[src/rtl/bus_ctrl_if.sv]
// Mux-side bus bundle for bus_ctrl: register/immediate data out,
// one-hot mux selects out, mux result and control in.
interface bus_ctrl_if #(
  parameter int W = 16
);
  logic         run;
  logic [W-1:0] din;
  logic [W-1:0] bus;
  logic [W-1:0] imediat;
  logic [W-1:0] r0, r1, r2, r3, r4, r5, r6, r7;
  logic [W-1:0] r;
  logic         imediat_select;
  logic         r0_select, r1_select, r2_select, r3_select;
  logic         r4_select, r5_select, r6_select, r7_select;
  logic         r_select;
  logic         done;

  modport slave (
    input  run, din, bus,
    output imediat, r0, r1, r2, r3, r4, r5, r6, r7, r,
    output imediat_select, r0_select, r1_select, r2_select, r3_select,
    output r4_select, r5_select, r6_select, r7_select, r_select, done
  );

  modport master (
    output run, din, bus,
    input  imediat, r0, r1, r2, r3, r4, r5, r6, r7, r,
    input  imediat_select, r0_select, r1_select, r2_select, r3_select,
    input  r4_select, r5_select, r6_select, r7_select, r_select, done
  );
endinterface

[src/rtl/bus_ctrl.sv]
// Register bank (R0..R7, A, G, IR) and T0..T3 sequencer driving the
// shared 16-bit bus mux selects; captures the mux output into registers.
module bus_ctrl #(
  parameter int W   = 16,
  parameter int IRW = 9
) (
  input  logic       clock,
  input  logic       resetn,
  bus_ctrl_if.slave  bif
);

  typedef enum logic [1:0] {T0, T1, T2, T3} state_t;

  state_t         r_state, w_next;
  logic [W-1:0]   r_regs [8];
  logic [W-1:0]   r_a, r_g;
  logic [IRW-1:0] r_ir;

  logic [2:0] w_op, w_x, w_y;
  logic [7:0] w_rsel;
  logic       w_imm_sel, w_g_sel, w_done;
  logic       w_wr_rx, w_ld_a, w_ld_g;

  assign w_op = r_ir[8:6];
  assign w_x  = r_ir[5:3];
  assign w_y  = r_ir[2:0];

  always_comb begin
    w_next    = r_state;
    w_rsel    = '0;
    w_imm_sel = 1'b0;
    w_g_sel   = 1'b0;
    w_done    = 1'b0;
    w_wr_rx   = 1'b0;
    w_ld_a    = 1'b0;
    w_ld_g    = 1'b0;
    unique case (r_state)
      T0: if (bif.run) w_next = T1;
      T1: begin
        w_next = T0;
        case (w_op)
          3'b000: begin
            w_rsel  = 8'(1) << w_y;
            w_wr_rx = 1'b1;
            w_done  = 1'b1;
          end
          3'b001: begin
            w_imm_sel = 1'b1;
            w_wr_rx   = 1'b1;
            w_done    = 1'b1;
          end
          3'b010, 3'b011: begin
            w_rsel = 8'(1) << w_x;
            w_ld_a = 1'b1;
            w_next = T2;
          end
          default: w_done = 1'b1;
        endcase
      end
      T2: begin
        w_rsel = 8'(1) << w_y;
        w_ld_g = 1'b1;
        w_next = T3;
      end
      T3: begin
        w_g_sel = 1'b1;
        w_wr_rx = 1'b1;
        w_done  = 1'b1;
        w_next  = T0;
      end
      default: w_next = T0;
    endcase
  end

  always_ff @(posedge clock or negedge resetn) begin
    if (!resetn) r_state <= T0;
    else         r_state <= w_next;
  end

  always_ff @(posedge clock or negedge resetn) begin
    if (!resetn) begin
      for (int unsigned i = 0; i < 8; i++) r_regs[i] <= '0;
      r_a  <= '0;
      r_g  <= '0;
      r_ir <= '0;
    end else begin
      if (r_state == T0 && bif.run) r_ir <= bif.din[IRW-1:0];
      if (w_wr_rx) r_regs[w_x] <= bif.bus;
      if (w_ld_a)  r_a <= bif.bus;
      // T2 is only reached from add/sub; opcode bit 0 separates them.
      if (w_ld_g)  r_g <= w_op[0] ? (r_a - bif.bus) : (r_a + bif.bus);
    end
  end

  assign bif.imediat        = bif.din;
  assign bif.r0             = r_regs[0];
  assign bif.r1             = r_regs[1];
  assign bif.r2             = r_regs[2];
  assign bif.r3             = r_regs[3];
  assign bif.r4             = r_regs[4];
  assign bif.r5             = r_regs[5];
  assign bif.r6             = r_regs[6];
  assign bif.r7             = r_regs[7];
  assign bif.r              = r_g;
  assign bif.imediat_select = w_imm_sel;
  assign bif.r0_select      = w_rsel[0];
  assign bif.r1_select      = w_rsel[1];
  assign bif.r2_select      = w_rsel[2];
  assign bif.r3_select      = w_rsel[3];
  assign bif.r4_select      = w_rsel[4];
  assign bif.r5_select      = w_rsel[5];
  assign bif.r6_select      = w_rsel[6];
  assign bif.r7_select      = w_rsel[7];
  assign bif.r_select       = w_g_sel;
  assign bif.done           = w_done;

endmodule

[src/flat_wrapper.sv]
// flat-port wrapper written by rule: the top's interface ports become plain ports
module bus_ctrl_flat 
#(
  parameter int W   = 16,
  parameter int IRW = 9
)
  (clock, resetn, bif_run, bif_din, bif_bus, bif_imediat, bif_r0, bif_r1, bif_r2, bif_r3, bif_r4, bif_r5, bif_r6, bif_r7, bif_r, bif_imediat_select, bif_r0_select, bif_r1_select, bif_r2_select, bif_r3_select, bif_r4_select, bif_r5_select, bif_r6_select, bif_r7_select, bif_r_select, bif_done);
  bus_ctrl_if #(.W(W)) bif_i ();
  input  logic clock;
  input  logic resetn;
  input wire logic [$bits(bif_i.run)-1:0] bif_run;
  input wire logic [$bits(bif_i.din)-1:0] bif_din;
  input wire logic [$bits(bif_i.bus)-1:0] bif_bus;
  output wire logic [$bits(bif_i.imediat)-1:0] bif_imediat;
  output wire logic [$bits(bif_i.r0)-1:0] bif_r0;
  output wire logic [$bits(bif_i.r1)-1:0] bif_r1;
  output wire logic [$bits(bif_i.r2)-1:0] bif_r2;
  output wire logic [$bits(bif_i.r3)-1:0] bif_r3;
  output wire logic [$bits(bif_i.r4)-1:0] bif_r4;
  output wire logic [$bits(bif_i.r5)-1:0] bif_r5;
  output wire logic [$bits(bif_i.r6)-1:0] bif_r6;
  output wire logic [$bits(bif_i.r7)-1:0] bif_r7;
  output wire logic [$bits(bif_i.r)-1:0] bif_r;
  output wire logic [$bits(bif_i.imediat_select)-1:0] bif_imediat_select;
  output wire logic [$bits(bif_i.r0_select)-1:0] bif_r0_select;
  output wire logic [$bits(bif_i.r1_select)-1:0] bif_r1_select;
  output wire logic [$bits(bif_i.r2_select)-1:0] bif_r2_select;
  output wire logic [$bits(bif_i.r3_select)-1:0] bif_r3_select;
  output wire logic [$bits(bif_i.r4_select)-1:0] bif_r4_select;
  output wire logic [$bits(bif_i.r5_select)-1:0] bif_r5_select;
  output wire logic [$bits(bif_i.r6_select)-1:0] bif_r6_select;
  output wire logic [$bits(bif_i.r7_select)-1:0] bif_r7_select;
  output wire logic [$bits(bif_i.r_select)-1:0] bif_r_select;
  output wire logic [$bits(bif_i.done)-1:0] bif_done;
  assign bif_i.run = bif_run;
  assign bif_i.din = bif_din;
  assign bif_i.bus = bif_bus;
  assign bif_imediat = bif_i.imediat;
  assign bif_r0 = bif_i.r0;
  assign bif_r1 = bif_i.r1;
  assign bif_r2 = bif_i.r2;
  assign bif_r3 = bif_i.r3;
  assign bif_r4 = bif_i.r4;
  assign bif_r5 = bif_i.r5;
  assign bif_r6 = bif_i.r6;
  assign bif_r7 = bif_i.r7;
  assign bif_r = bif_i.r;
  assign bif_imediat_select = bif_i.imediat_select;
  assign bif_r0_select = bif_i.r0_select;
  assign bif_r1_select = bif_i.r1_select;
  assign bif_r2_select = bif_i.r2_select;
  assign bif_r3_select = bif_i.r3_select;
  assign bif_r4_select = bif_i.r4_select;
  assign bif_r5_select = bif_i.r5_select;
  assign bif_r6_select = bif_i.r6_select;
  assign bif_r7_select = bif_i.r7_select;
  assign bif_r_select = bif_i.r_select;
  assign bif_done = bif_i.done;
  bus_ctrl #(.W(W), .IRW(IRW)) u_core (.clock(clock), .resetn(resetn), .bif(bif_i));
endmodule
[config.mk]
export PLATFORM = sky130hd
export DESIGN_NAME = bus_ctrl_flat
export DESIGN_NICKNAME = d
export VERILOG_FILES = /design/src/rtl/bus_ctrl_if.sv /design/src/rtl/bus_ctrl.sv /design/src/flat_wrapper.sv
export SDC_FILE = /design/constraint.sdc
export NUM_CORES = 1
export LEC_CHECK = 0
export ABC_AREA = 1
export BUFFER_PORTS_ARGS = -buffer_cell sky130_fd_sc_hd__buf_4
export CELL_PAD_IN_SITES_DETAIL_PLACEMENT = 2
export CELL_PAD_IN_SITES_GLOBAL_PLACEMENT = 2
export CORE_ASPECT_RATIO = 1.1
export CORE_UTILIZATION = 34
export CTS_CLUSTER_DIAMETER = 40
export DETAILED_ROUTE_END_ITERATION = 16
export PLACE_DENSITY = 0.94
export SYNTH_ARGS = -nofsm -noshare
export SYNTH_HDL_FRONTEND = slang
export SYNTH_SLANG_ARGS = --single-unit
export TNS_END_PERCENT = 30
[constraint.sdc]
create_clock -name clock -period 5.29 [get_ports clock]
set_clock_uncertainty 0.15 [all_clocks]
set_input_delay 0.2645 -clock clock [delete_from_list [all_inputs] [get_ports clock]]
set_output_delay 0.2645 -clock clock [all_outputs]
set_load 0.05 [all_outputs]
# --- Word-level counts from Yosys, hierarchy flattened ---
# Cells that the tools add are included.
totals:
  regBits: 171
  out_inout_bits: 171
  word_cells: 51
classes:
  addsub: 2
  magnitude_cmp: 2
  eq_ne: 7
  shifts: 2
  mux: 19
  n_bitwise: 1
  reduce_logical: 6
ops:
  columns: ["operator", "count"]
  rows:
  - ["128-bit bitwise mux", 1]
  - ["16-bit demux with 3-bit select", 1]
  - ["16-bit two-way mux", 2]
  - ["8-bit one-hot mux with 2 select lines", 2]
  - ["16-bit adder", 1]
  - ["1-bit by 3-bit left shift with 8-bit output (first input constant)", 2]
  - ["16-bit subtractor", 1]
  - ["1-bit two-way mux", 8]
  - ["2-bit one-hot mux with 4 select lines", 1]
  - ["3-bit by 2-bit == test with 1-bit output (second input constant)", 2]
  - ["2-bit == test (second input constant)", 2]
  - ["4-bit greater-or-equal comparator (second input constant)", 1]
  - ["4-bit by 1-bit less-than comparator with 1-bit output (second input constant)", 1]
  - ["2-bit two-way mux", 2]
  - ["3-bit inverter with 4-bit output", 1]
  - ["1-bit one-hot mux with 2 select lines", 2]
  - ["2-bit OR reduction", 2]
  - ["3-bit by 1-bit == test with 1-bit output (second input constant)", 1]
  - ["3-bit logical NOT", 1]
  - ["2-bit by 1-bit == test with 1-bit output (second input constant)", 1]
  - ["1-bit logical AND", 2]
  - ["2-bit logical NOT", 1]
  - ["2-bit != test (second input constant)", 1]

# --- Longest topological paths before layout ---
# Gate-level depths: netlist (run 1).
logic_depth:
  ltp_word: 6
  depth_mapped: 22
  mapped_depth_nobuf: 21

# --- Least setup slack after synthesis (run 1) ---
# No wires, ideal clock.
synth_timing:
  kind: "input to register"
  from: "input port bif_bus[1]"
  to: "register u_core.r_g[13], in the netlist u_core.bif.r[13]"
  arrival_ps: 2495
  t_required_ps: 5022
  setup_slack_ps: 2527
  stages: 19
  n_path_buf: 1
  cell_sequence: "inv_1 clkbuf_1 ha_1 nand4_1 nor2_1 nand3_1 nand2_1 xor2_1 inv_1 ha_1 nand2_1 inv_1 nand3_1 nor3_1 nand2_1 nand2_1 nand2_1 nand3_1 nand2_1"
synth_between:
  elab_chain_len: 2
synth_lines:
  columns: ["element", "line_no", "rtl"]
  rows:
  - ["start: declaration", "flat_wrapper.sv:13", "input wire logic [$bits(bif_i.bus)-1:0] bif_bus;"]
  - ["16-bit adder / 16-bit subtractor (equally long branches)", "bus_ctrl.sv:91", "if (w_ld_g) r_g <= w_op[0] ? (r_a - bif.bus) : (r_a + bif.bus);"]
  - ["16-bit two-way mux (*)", "bus_ctrl.sv:91", null]
  - ["end signal: assignment", "bus_ctrl.sv:91", null]
  - ["end: declaration", "bus_ctrl.sv:16", "logic [W-1:0] r_a, r_g;"]
# Mark *: on every way between the ends. The rest lies on a longest branch, timed or not.
# A chain may end at the register's enable or synchronous reset.

# --- Worst setup path after layout (run 1) ---
layout_timing:
  from: "register u_core.r_state[0]"
  to: "output port bif_r1_select"
layout_between:
  elab_chain_len: 2
layout_lines:
  columns: ["element", "line_no", "rtl"]
  rows:
  - ["start: declaration", "bus_ctrl.sv:14", "state_t r_state, w_next;"]
  - ["start signal: assignment", "bus_ctrl.sv:77", "else r_state <= w_next;"]
  - ["2-bit == test / 2-bit by 1-bit == test with 1-bit output (equally long branches)", "bus_ctrl.sv:37", "unique case (r_state)"]
  - ["8-bit one-hot mux with 2 select lines (*)", "bus_ctrl.sv:37", null]
  - ["end: declaration", "flat_wrapper.sv:26", "output wire logic [$bits(bif_i.r1_select)-1:0] bif_r1_select;"]
# Marks and branches as above.

==> results of run 1 <==
cells in the mapped netlist:
library cell and number:
nand2_1 249, dfrtp_1 171, o21ai_1 78, inv_1 55, o21ai_2 48, o21ai_0 39
nor2_1 34, a21oi_1 29, ha_1 21, nand3_1 20, nand2_2 19, buf_4 16
buf_2 14, buf_6 13, xor2_1 13, clkbuf_1 10, nor3_2 7, clkinv_1 6
xnor2_1 6, a31oi_1 4, inv_2 4, nand3b_1 3, nand4_1 3, nor3_1 3
and3_1 2, mux2_2 2, o21a_1 2, a21o_1 1, fa_1 1, o21bai_1 1
o31ai_1 1
worst max-delay path: stages, from the launching register on:
cell	delay (ns)
dfrtp_1	0.44
inv_1	0.16
ha_1	0.52
inv_1	0.52
o21ai_1	0.35
inv_1	0.11
nor2_1	0.21
nand2_1	0.10
a21oi_1	0.22
buf_4	0.24
cells by family (layout without fill, tap and decap cells):
logic type / after synthesis / count (layout) / synth area share [%]
buf+inv: 118 / 300 / 7.724
simple gates: 340 / 340 / 17.75
fa+ha+maj: 22 / 22 / 3.533
compound gates: 203 / 203 / 15.17
mux: 2 / 2 / 0.2814
flops: 171 / 171 / 53.47
xor+xnor: 19 / 19 / 2.079
worst max path at each step:
| stage | start | endpoint | cells after the start |
|---|---|---|---|
| detailed placement | bif_bus[0] | u_core.bif.r[13] | 19 |
| global placement | bif_bus[1] | u_core.bif.r[13] | 19 |
| floorplan | bif_bus[1] | u_core.bif.r[13] | 19 |
| finish | u_core.r_state[0] | bif_r1_select | 9 |
| global route | u_core.r_state[0] | bif_r1_select | 9 |
| CTS | u_core.r_state[0] | bif_r1_select | 9 |
per-layer routing:
layer  wire length, um  vias to the layer above
li1                  -                     3168
met1             11910                     3603
met2             16560                      201
met3              1715                       64
met4              1107                        0
met5                 0                        -
registers in the layout (all words and copies together) (netlist names), 9 cells and up, named ones only:
register and flops:
u_core.bif.r3 16, u_core.bif.r0 16, u_core.bif.r1 16, u_core.r_ir 9, u_core.bif.r4 16, u_core.bif.r5 16, u_core.bif.r 16, u_core.r_a 16
u_core.bif.r2 16, u_core.bif.r7 16, u_core.bif.r6 16
area by class of cell:
class	count	area share [%]
sequential	171	42.01
timing repair buffer	203	15.24
inverter	65	2.395
clock buffer	17	4.176
multi-input combinational	586	30.49
clock inverter	15	2.002
tap	300	3.685
stage by stage:
stage	util [%]	instances	area [sq um]	setup WS [ns]	hold slack [ns]
detailed placement	41.11	1315	9457	1.931	0.2897
floorplan	-	875	8003	2.527	-0.1811
CTS	44.28	1357	10190	1.644	0.01417
global placement	41.11	1315	9457	2.098	0.2789
global route	44.28	1357	10190	1.257	0.04370
finish	44.28	1357	10190	1.531	0.03084
==> results.md, run 1 <==
Clock tree:
- The worst-skew pair later-pin latency is 0.45 ns.
- The CTS sink count is 171.
- The number of CTS-inserted buffers is 17.
- The total of cells resized after clock tree synthesis is 0.
- The clock root buffer is clkbuf_16.
- TritonCTS built the clock tree.
- The total number of H-tree levels is 4.
- The number of hold buffers added after CTS was 10.
- Once the clock tree was built, the setup fixing pass inserted 0 buffers.
- The clock passes through at most 2 buffers.
- The clock edge transition at the registers on the reported setup and hold paths is 0.07 ns.

Finish:
- The library cells used most frequently in the layout, excluding fill and tap cells, are nand2_1 (249), buf_4 (192), dfrtp_1 (171).
- The share of layout cells above drive strength 1 is 28.86%.
- Registers take 4279 sq um.
- Relative to the synthesized area, the layout overhead comes to 27.28%.
- The number of nets in the layout is 1101.
- The total of fill cells in the finished design is 2502.
- The total inserted antenna cells is 0.
- The multi-input combinational cells in the finished layout cover a total of 3105 sq um.
- The commonest non-fill, non-tap cell in the layout is nand2_1.

Routing:
- The routed layout has 7036 vias.
- The routed length per instance is 23.06 um.
- Using the TritonRoute via totals, the vias-per-cell ratio works out to 5.185.
- The first-pass detailed-route iteration total is 4.
- After the first detailed-routing iteration, the DRC count stood at 264.
- After detailed routing, the number of remaining DRC violations is 0.
- The routed design has 31290 um of wire.
- Once detail routing completed, the nets flagged for antenna violations numbered 0.

Flow run:
- The number of violations of the max-capacitance limit is 0.

Logic synthesis:
- By area the synthesized netlist is led by dfrtp_1 (53%), nand2_1 (12%), o21ai_2 (5.3%).
- The cell area after synthesis is 8003 sq um.
- In this run the mean area of a mapped cell was 9.146 sq um.
- The cell type with the largest total area after synthesis is dfrtp_1.
- The post-synthesis sequential area ratio is 53.47%.
- The area fraction of the dominant cell type after synthesis is 53.47%.
- The number of nets in the synthesized netlist is 932.
- The synthesized flop and latch total is 171.
- The number of cells produced by synthesis is 875.
- The total number of yosys warnings is 0.
- The netlist uses 31 different library cells.

Critical path:
- The critical path class is flip-flop to output port.
- The worst flop-to-flop path endpoint is u_core.bif.r[14].
- The worst setup path is launched from a flip-flop.
- The worst setup slack for register-to-register paths is 2.11 ns.
- The data arrival at the endpoint of the critical path is 3.34 ns.
- STA puts the critical path data required time at 4.88 ns.
- The depth of the worst register-to-register path is 13.
- STA classifies the critical path endpoint as an output port.
- The launch point of the worst reg-to-reg path is u_core.r_ir[6].
- Along the worst path, the maximum fanout reaches 25.

Floorplanning:
- The die outline area is 24160 sq um.
- The floorplan has 58 rows.
- The top-level port count is 206.
- The floorplan step set the die width to 148.3 um.
- The vertical die dimension is 162.9 um.
- For this configuration, the core starts out at a cell density of 34.79%.
- After floorplanning, the core was sized to cover 23000 sq um.

Global routing:
- The via count of the first global-routing pass is 7988.
- The maximum number of pins on one net before global-route repair is 99.
- The most crowded layer after global routing is met2.
- For this run, global-route usage on met2 was measured as 48.83%.
- The met1 track demand over resource is 29.77%.
- The global-route wire length before repair is 48220 um.
- The total track usage is 27.04%.
- The leftover overflow at the end of global routing is 0.
- The number of antenna violations at the first check in global routing is 0.
- Global routing consumed, on the met3 layer, 6.555% of the routing resources.

Timing:
- Derived from the worst setup path, the maximum achievable clock frequency is 0.2660 GHz.
- The final hold violation count is 0.
- The number of pins with negative max-slew slack in the final report came to 0.
- The slew of the pin with the lowest slew margin is 1.099 ns.
- Setup repair after global routing left no endpoint under its margin.
- The final critical delay including setup and external delays is 3.759 ns.
- Setup total negative slack on the finished layout was measured at 0 ns.
- The total setup violations reported at the end of the flow is 0.
- The worst pin sits at a relative slew slack of 26.53%.
- In the finished design, the share of the clock period the worst path needs comes to 71.06%.

Worst hold path:
- The path with the worst hold slack has its endpoint at u_core.bif.r[0].
- The classification of the worst-slack hold path is input port to flip-flop.
- The worst hold path depth is 3.
- In this run the most critical hold path is launched from bif_bus[0].

Placed design:
- The post-DP HPWL is 20540 um.
- At the end of routability-driven placement, the weighted congestion stood at 0.8308.
- The number of I/O port buffers is 191.

Run status:
- The run finished with clean final reports.
Power of run 1 is left out: the tool's default activity adds up to more than one toggle a clock period on the data nets, which glitch-free logic cannot reach.
==> run 2, diff against run 1 <==
--- a/config.mk
+++ b/config.mk
@@ -10,10 +10,10 @@
 export CELL_PAD_IN_SITES_DETAIL_PLACEMENT = 2
 export CELL_PAD_IN_SITES_GLOBAL_PLACEMENT = 2
 export CORE_ASPECT_RATIO = 1.1
-export CORE_UTILIZATION = 34
+export CORE_UTILIZATION = 29
 export CTS_CLUSTER_DIAMETER = 40
 export DETAILED_ROUTE_END_ITERATION = 16
-export PLACE_DENSITY = 0.94
+export PLACE_DENSITY = 0.86
 export SYNTH_ARGS = -nofsm -noshare
 export SYNTH_HDL_FRONTEND = slang
 export SYNTH_SLANG_ARGS = --single-unit
==> constraint.sdc (replaced) <==
create_clock -name clock -period 3.05 [get_ports clock]
set_clock_uncertainty 0.15 [all_clocks]
set_input_delay 0.1525 -clock clock [delete_from_list [all_inputs] [get_ports clock]]
set_output_delay 0.1525 -clock clock [all_outputs]
set_load 0.05 [all_outputs]
==> results.md, run 2 (synthesis gave the netlist of run 1 again) <==
Finish:
- The footprint of the flip-flops and latches came to 4279 sq um (unchanged).
- The area of combinational cells with multiple inputs is 3105 sq um (unchanged).
- The final instance area is 10460 sq um (+2.6%).
- The share of layout cells above drive strength 1 was 30.38% (+1.5 points).
- From synthesis to final layout, the design area changed by 30.64%.
- The number of nets in the layout is 1127 (+2.4%).
- The total inserted antenna cells is 0 (unchanged).
- The commonest non-fill, non-tap cell in the layout is nand2_1.
- The library cells used most frequently in the layout, excluding fill and tap cells, are nand2_1 (249), buf_4 (215), dfrtp_1 (171).
- The total of fill cells in the finished design is 2998 (+20%).

Global routing:
- The maximum number of pins on one net before global-route repair came to 65 (-34%).
- The total track usage is 21.81% (-5.2 points).
- The number of antenna violations at the first check in global routing was 0 (unchanged).
- The leftover overflow at the end of global routing is 0 (unchanged).
- The global-route wire length before repair came to 46280 um (-4.0%).
- The via count of the first global-routing pass is 7753 (-2.9%).

Timing:
- The final hold violation count is 0 (unchanged).
- The final setup slack of the worst path is 0.3300 ns (-1.201 ns).
- The share of the cycle needed by the critical path after routing is 89.18%.
- The number of pins with negative max-slew slack in the final report was 0 (unchanged).
- The slew of the pin with the lowest slew margin is 0.7489 ns (-0.3505 ns).
- For this run, the top clock speed supported by timing is 0.3676 GHz.
- The setup TNS is 0 ns (unchanged).
- Setup repair after global routing left no endpoint under its margin.
- The total setup violations reported at the end of the flow came to 0 (unchanged).
- The worst relative slew slack is 49.90% (+23 points).
- The clock period could shrink to 2.720 ns.

Critical path:
- The worst register-to-register path ends at u_core.bif.r[15].
- STA classifies the critical path endpoint as a flip-flop.
- The worst setup slack for register-to-register paths came to 0.33 ns (-1.78 ns).
- In this run the critical register-to-register path is launched from u_core.r_ir[6].
- The kind of launch point of the worst setup path is a flip-flop.
- The critical path required time is 3.22 ns (-1.66 ns).
- The top fanout value on the critical path is 7 (-72%).
- The depth of the worst register-to-register path is 14 (+1).
- The data arrival at the endpoint of the critical path came to 2.89 ns (-0.45 ns).
- The critical path class is flip-flop to flip-flop.

Worst hold path:
- The launch point of the worst hold path is bif_bus[2].
- The classification of the worst-slack hold path is input port to flip-flop.
- The worst hold path depth is 4 (+1).
- The path with the worst hold slack has its endpoint at u_core.bif.r6[2].

Routing:
- The wire length after detailed routing came to 29680 um (-5.2%).
- The DRC violation count after routing was 0 (unchanged).
- The first-pass detailed-route iteration total is 6 (+2).
- The routed length per instance came to 20.61 um (-11%).
- The initial DRC count came to 270 (+2.3%).
- The via count is 6903 (-1.9%).
- The detailed-route vias per instance is 4.794 (-7.5%).
- The final antenna-violating net count came to 0 (unchanged).

Clock tree:
- The number of buffers inserted by post-CTS setup repair is 0 (unchanged).
- The number of CTS-inserted buffers is 17 (unchanged).
- The worst-skew pair later-pin latency is 0.43 ns (-0.02 ns).
- The number of buffers on the longest clock path is 2 (unchanged).
- The tree is rooted in a clkbuf_16.
- The total number of H-tree levels is 4 (unchanged).
- The clock edge transition at the registers on the reported setup and hold paths is 0.08 ns (about the same).
- The total of cells resized after clock tree synthesis was 0 (unchanged).
- The clock tree from TritonCTS is built.
- The CTS sink count came to 171 (unchanged).
- The number of buffers added to fix hold violations after cts was 12 (+2).

Floorplanning:
- The die outline area is 28260 sq um (+17%).
- The top-level port count is 206 (unchanged).
- The floorplan die width is 160.4 um (+8.2%).
- The number of standard-cell rows in the floorplan is 63 (+8.6%).
- The vertical die dimension is 176.2 um (+8.2%).
- The total core area is 27040 sq um (+18%).
- The initial core utilization was 29.60% (-5.2 points).

Placed design:
- The number of I/O port buffers is 191 (unchanged).
- The post-DP HPWL is 20670 um (+0.61%).
- The cell area after placement was 9721 sq um (+2.8%).
- The weighted congestion at the end of routability-driven global placement is 0.8091 (-2.6%).
- The pre-CTS worst setup slack came to 0.1531 ns (-1.778 ns).

Run status:
- The run finished with clean final reports.

Flow run:
- The number of violations of the max-capacitance limit is 0 (unchanged).
[run 2: cell types whose count changed in the layout (fill, tap and decap cells not counted), sizes merged]
| cell | change |
|---|---|
| clkinv | +3 |
| dlygate4sd3 | +2 |
| inv | -3 |
| buf | +24 |
[run 2: layer usage]
| layer | part of all wire [%] | vias to the layer above | global-route usage, % |
|---|---|---|---|
| met2 | 52 | 155 | 39.30 |
| met1 | 39 | 3483 | 24.69 |
| li1 | - | 3215 | - |
| met5 | 0 | - | 0 |
| met3 | 4.6 | 50 | 4.980 |
| met4 | 3.8 | 0 | 9.127 |
[run 2: critical path, stage by stage (launching register included)]
cell,delay [ns]
dfrtp_1,0.38
inv_1,0.23
o21ai_2,0.18
o21a_1,0.18
o21ai_1,0.19
xor2_1,0.14
ha_1,0.40
nand2_1,0.10
nor2_1,0.14
and3_1,0.17
nand2_1,0.06
nand2_1,0.10
nand2_1,0.07
nand3_1,0.09
nand2_1,0.05
[run 2: metrics by stage]
step	instances	util, %	hold WS (ns)
6_report	1440	38.67	0.05186
5_1_grt	1440	38.67	0.04967
4_1_cts	1440	38.67	0.03084
3_5_place_dp	1396	35.95	0.04209
3_3_place_gp	1396	35.95	0.04073
2_1_floorplan	875	-	-0.2931
[run 2: worst max-delay path by stage]
stage | start | slack (ns) | to | cells after the start
2_1_floorplan | bif_bus[1] | 0.40 | u_core.bif.r[13] | 19
6_report | u_core.r_ir[6] | 0.33 | u_core.bif.r[15] | 14
4_1_cts | u_core.r_ir[6] | 0.33 | u_core.bif.r[15] | 14
5_1_grt | u_core.r_ir[6] | 0.13 | u_core.bif.r[15] | 15
3_5_place_dp | bif_bus[0] | 0.15 | u_core.bif.r[15] | 20
3_3_place_gp | bif_bus[0] | 0.37 | u_core.bif.r[13] | 19
[run 2: cell type report]
type                       instances  area share (%)
clock inverter                    15           1.807
timing repair buffer             229           16.89
sequential                       171           40.93
tap                              357           4.272
clock buffer                      17           4.069
inverter                          65           2.334
multi-input combinational        586           29.70
Power of run 2 is left out for the same reason.
==> run 3, diff against run 2 <==
--- a/config.mk
+++ b/config.mk
@@ -13,6 +13,7 @@
 export CORE_UTILIZATION = 29
 export CTS_CLUSTER_DIAMETER = 40
 export DETAILED_ROUTE_END_ITERATION = 16
+export MAX_ROUTING_LAYER = met4
 export PLACE_DENSITY = 0.86
 export SYNTH_ARGS = -nofsm -noshare
 export SYNTH_HDL_FRONTEND = slang
==> results.md, run 3 (synthesis gave the netlist of run 1 again) <==
Run status:
- The flow ran to the end, and the final reports show no timing, DRC or antenna violations.

Timing:
- The number of pins with negative max-slew slack in the final report is 0 (unchanged).
- The final hold violation count is 0 (unchanged).
- The share of the cycle needed by the critical path after routing came to 89.49% (+0.31 points).
- The worst relative slew slack came to 49.28% (-0.62 points).
- The setup TNS is 0 ns (unchanged).
- Setup repair after global routing left no endpoint under its margin.
- The final critical delay including setup and external delays came to 2.729 ns (+0.009351 ns).
- The total setup violations reported at the end of the flow was 0 (unchanged).
- The slew of the pin with the lowest slew margin is 0.7581 ns (+0.009207 ns).
- The maximum operating frequency is 0.3664 GHz (-0.34%).

Global routing:
- The leftover overflow at the end of global routing came to 0 (unchanged).
- The via count of the first global-routing pass is 7784 (+0.40%).
- The global-route wire length before repair is 46190 um (-0.19%).
- The total track usage came to 22.48% (+0.67 points).
- The number of antenna violations at the first check in global routing was 0 (unchanged).
- The maximum number of pins on one net before global-route repair is 65 (unchanged).

Critical path:
- The worst setup path is captured at a flip-flop.
- The worst setup path is launched from a flip-flop.
- The data arrival at the endpoint of the critical path is 2.90 ns (about the same).
- The top fanout value on the critical path is 7 (unchanged).
- The critical path required time is 3.22 ns (about the same).
- The worst setup path is of the flip-flop to flip-flop kind.

Worst hold path:
- The classification of the worst-slack hold path is input port to flip-flop.

Finish:
- The commonest non-fill, non-tap cell in the layout is nand2_1.
- The total inserted antenna cells is 0 (unchanged).
- The number of nets in the layout is 1127 (unchanged).
- The total of fill cells in the finished design is 2998 (unchanged).
- The layout overhead on the synthesized area is 30.64% (unchanged).
- The footprint of the flip-flops and latches is 4279 sq um (unchanged).
- The area of combinational cells with multiple inputs is 3105 sq um (unchanged).
- Leaving out fill and tap cells, the most frequent cells in the layout are nand2_1 (249), buf_4 (215), dfrtp_1 (171).
- The share of layout cells above drive strength 1 is 30.38% (unchanged).

Placed design:
- The number of I/O port buffers is 191 (unchanged).
- The weighted congestion at the end of routability-driven global placement is 0.8238 (+1.8%).
- The post-DP HPWL is 20670 um (unchanged).

Clock tree:
- The worst-skew pair later-pin latency is 0.43 ns (about the same).
- The CTS sink count is 171 (unchanged).
- The number of CTS-inserted buffers was 17 (unchanged).
- The total number of H-tree levels is 4 (unchanged).
- The number of buffers on the longest clock path is 2 (unchanged).
- The number of buffers inserted by post-CTS setup repair is 0 (unchanged).
- The cell sitting at the root of the clock tree is a clkbuf_16.
- The number of buffers added to fix hold violations after cts came to 12 (unchanged).
- The total of cells resized after clock tree synthesis is 0 (unchanged).
- The clock tree from TritonCTS is built.
- The clock edge transition at the registers on the reported setup and hold paths is 0.08 ns (about the same).

Routing:
- The detailed-route vias per instance came to 4.813 (+0.39%).
- The first-pass detailed-route iteration total is 4 (-2).
- The initial DRC count is 262 (-3.0%).
- The via count came to 6930 (+0.39%).
- The wire length after detailed routing is 29760 um (+0.28%).
- The routed length per instance is 20.67 um (+0.28%).
- The DRC violation count after routing came to 0 (unchanged).
- The final antenna-violating net count was 0 (unchanged).

Floorplanning:
- The total core area came to 27040 sq um (unchanged).
- The initial core utilization is 29.60% (unchanged).
- The die outline area is 28260 sq um (unchanged).
- The top-level port count was 206 (unchanged).
- The number of standard-cell rows in the floorplan was 63 (unchanged).
- The floorplan die width is 160.4 um (unchanged).
- The vertical die dimension came to 176.2 um (unchanged).

Flow run:
- The number of violations of the max-capacitance limit was 0 (unchanged).
run 3: final timing paths:
check	startpoint	end	slack [ns]	cells after the start
hold reg to reg	u_core.bif.r[1]	u_core.bif.r[1]	0.34	2
setup reg to reg	u_core.r_ir[6]	u_core.bif.r[15]	0.32	14
max in group asynchronous	resetn	u_core.r_a[0]	1.65	3
setup / recovery	u_core.r_ir[6]	u_core.bif.r[15]	0.32	14
hold / removal	bif_bus[2]	u_core.bif.r6[2]	0.05	4
min in group asynchronous	resetn	u_core.bif.r7[2]	0.11	2
run 3: layer usage:
metal  up-vias  global-route usage, %  wire, um
met1      3506                  24.83     11820
met2       153                  39.29     15520
li1       3220                      -         -
met4         0                  9.127      1127
met3        51                  4.839      1295
met5         -                      -         0
run 3: per-stage QoR:
step	hold WS [ns]	instances	instance area (sq um)	worst slack (ns)	utilization (%)
finish	0.04753	1440	10460	0.3206	38.67
detailed placement	0.04209	1396	9721	0.1531	35.95
global route	0.04962	1440	10460	0.1333	38.67
global placement	0.04073	1396	9721	0.3697	35.95
floorplan	-0.2931	875	8003	0.3991	-
CTS	0.03084	1440	10460	0.3307	38.67
run 3: critical path, cell delays in order (launching register included):
cell and delay, ns:
dfrtp_1 0.38, inv_1 0.23, o21ai_2 0.18, o21a_1 0.18, o21ai_1 0.19, xor2_1 0.13, ha_1 0.39, nand2_1 0.11
nor2_1 0.14, and3_1 0.17, nand2_1 0.06, nand2_1 0.10, nand2_1 0.07, nand3_1 0.09, nand2_1 0.05
run 3: cell type report:
| class | count | area share [%] |
|---|---|---|
| Timing Repair Buffer | 229 | 16.89 |
| Sequential cell | 171 | 40.93 |
| Clock inverter | 15 | 1.807 |
| Inverter | 65 | 2.334 |
| Multi-Input combinational cell | 586 | 29.70 |
| Clock buffer | 17 | 4.069 |
| Tap cell | 357 | 4.272 |
Power of run 3 is left out for the same reason.
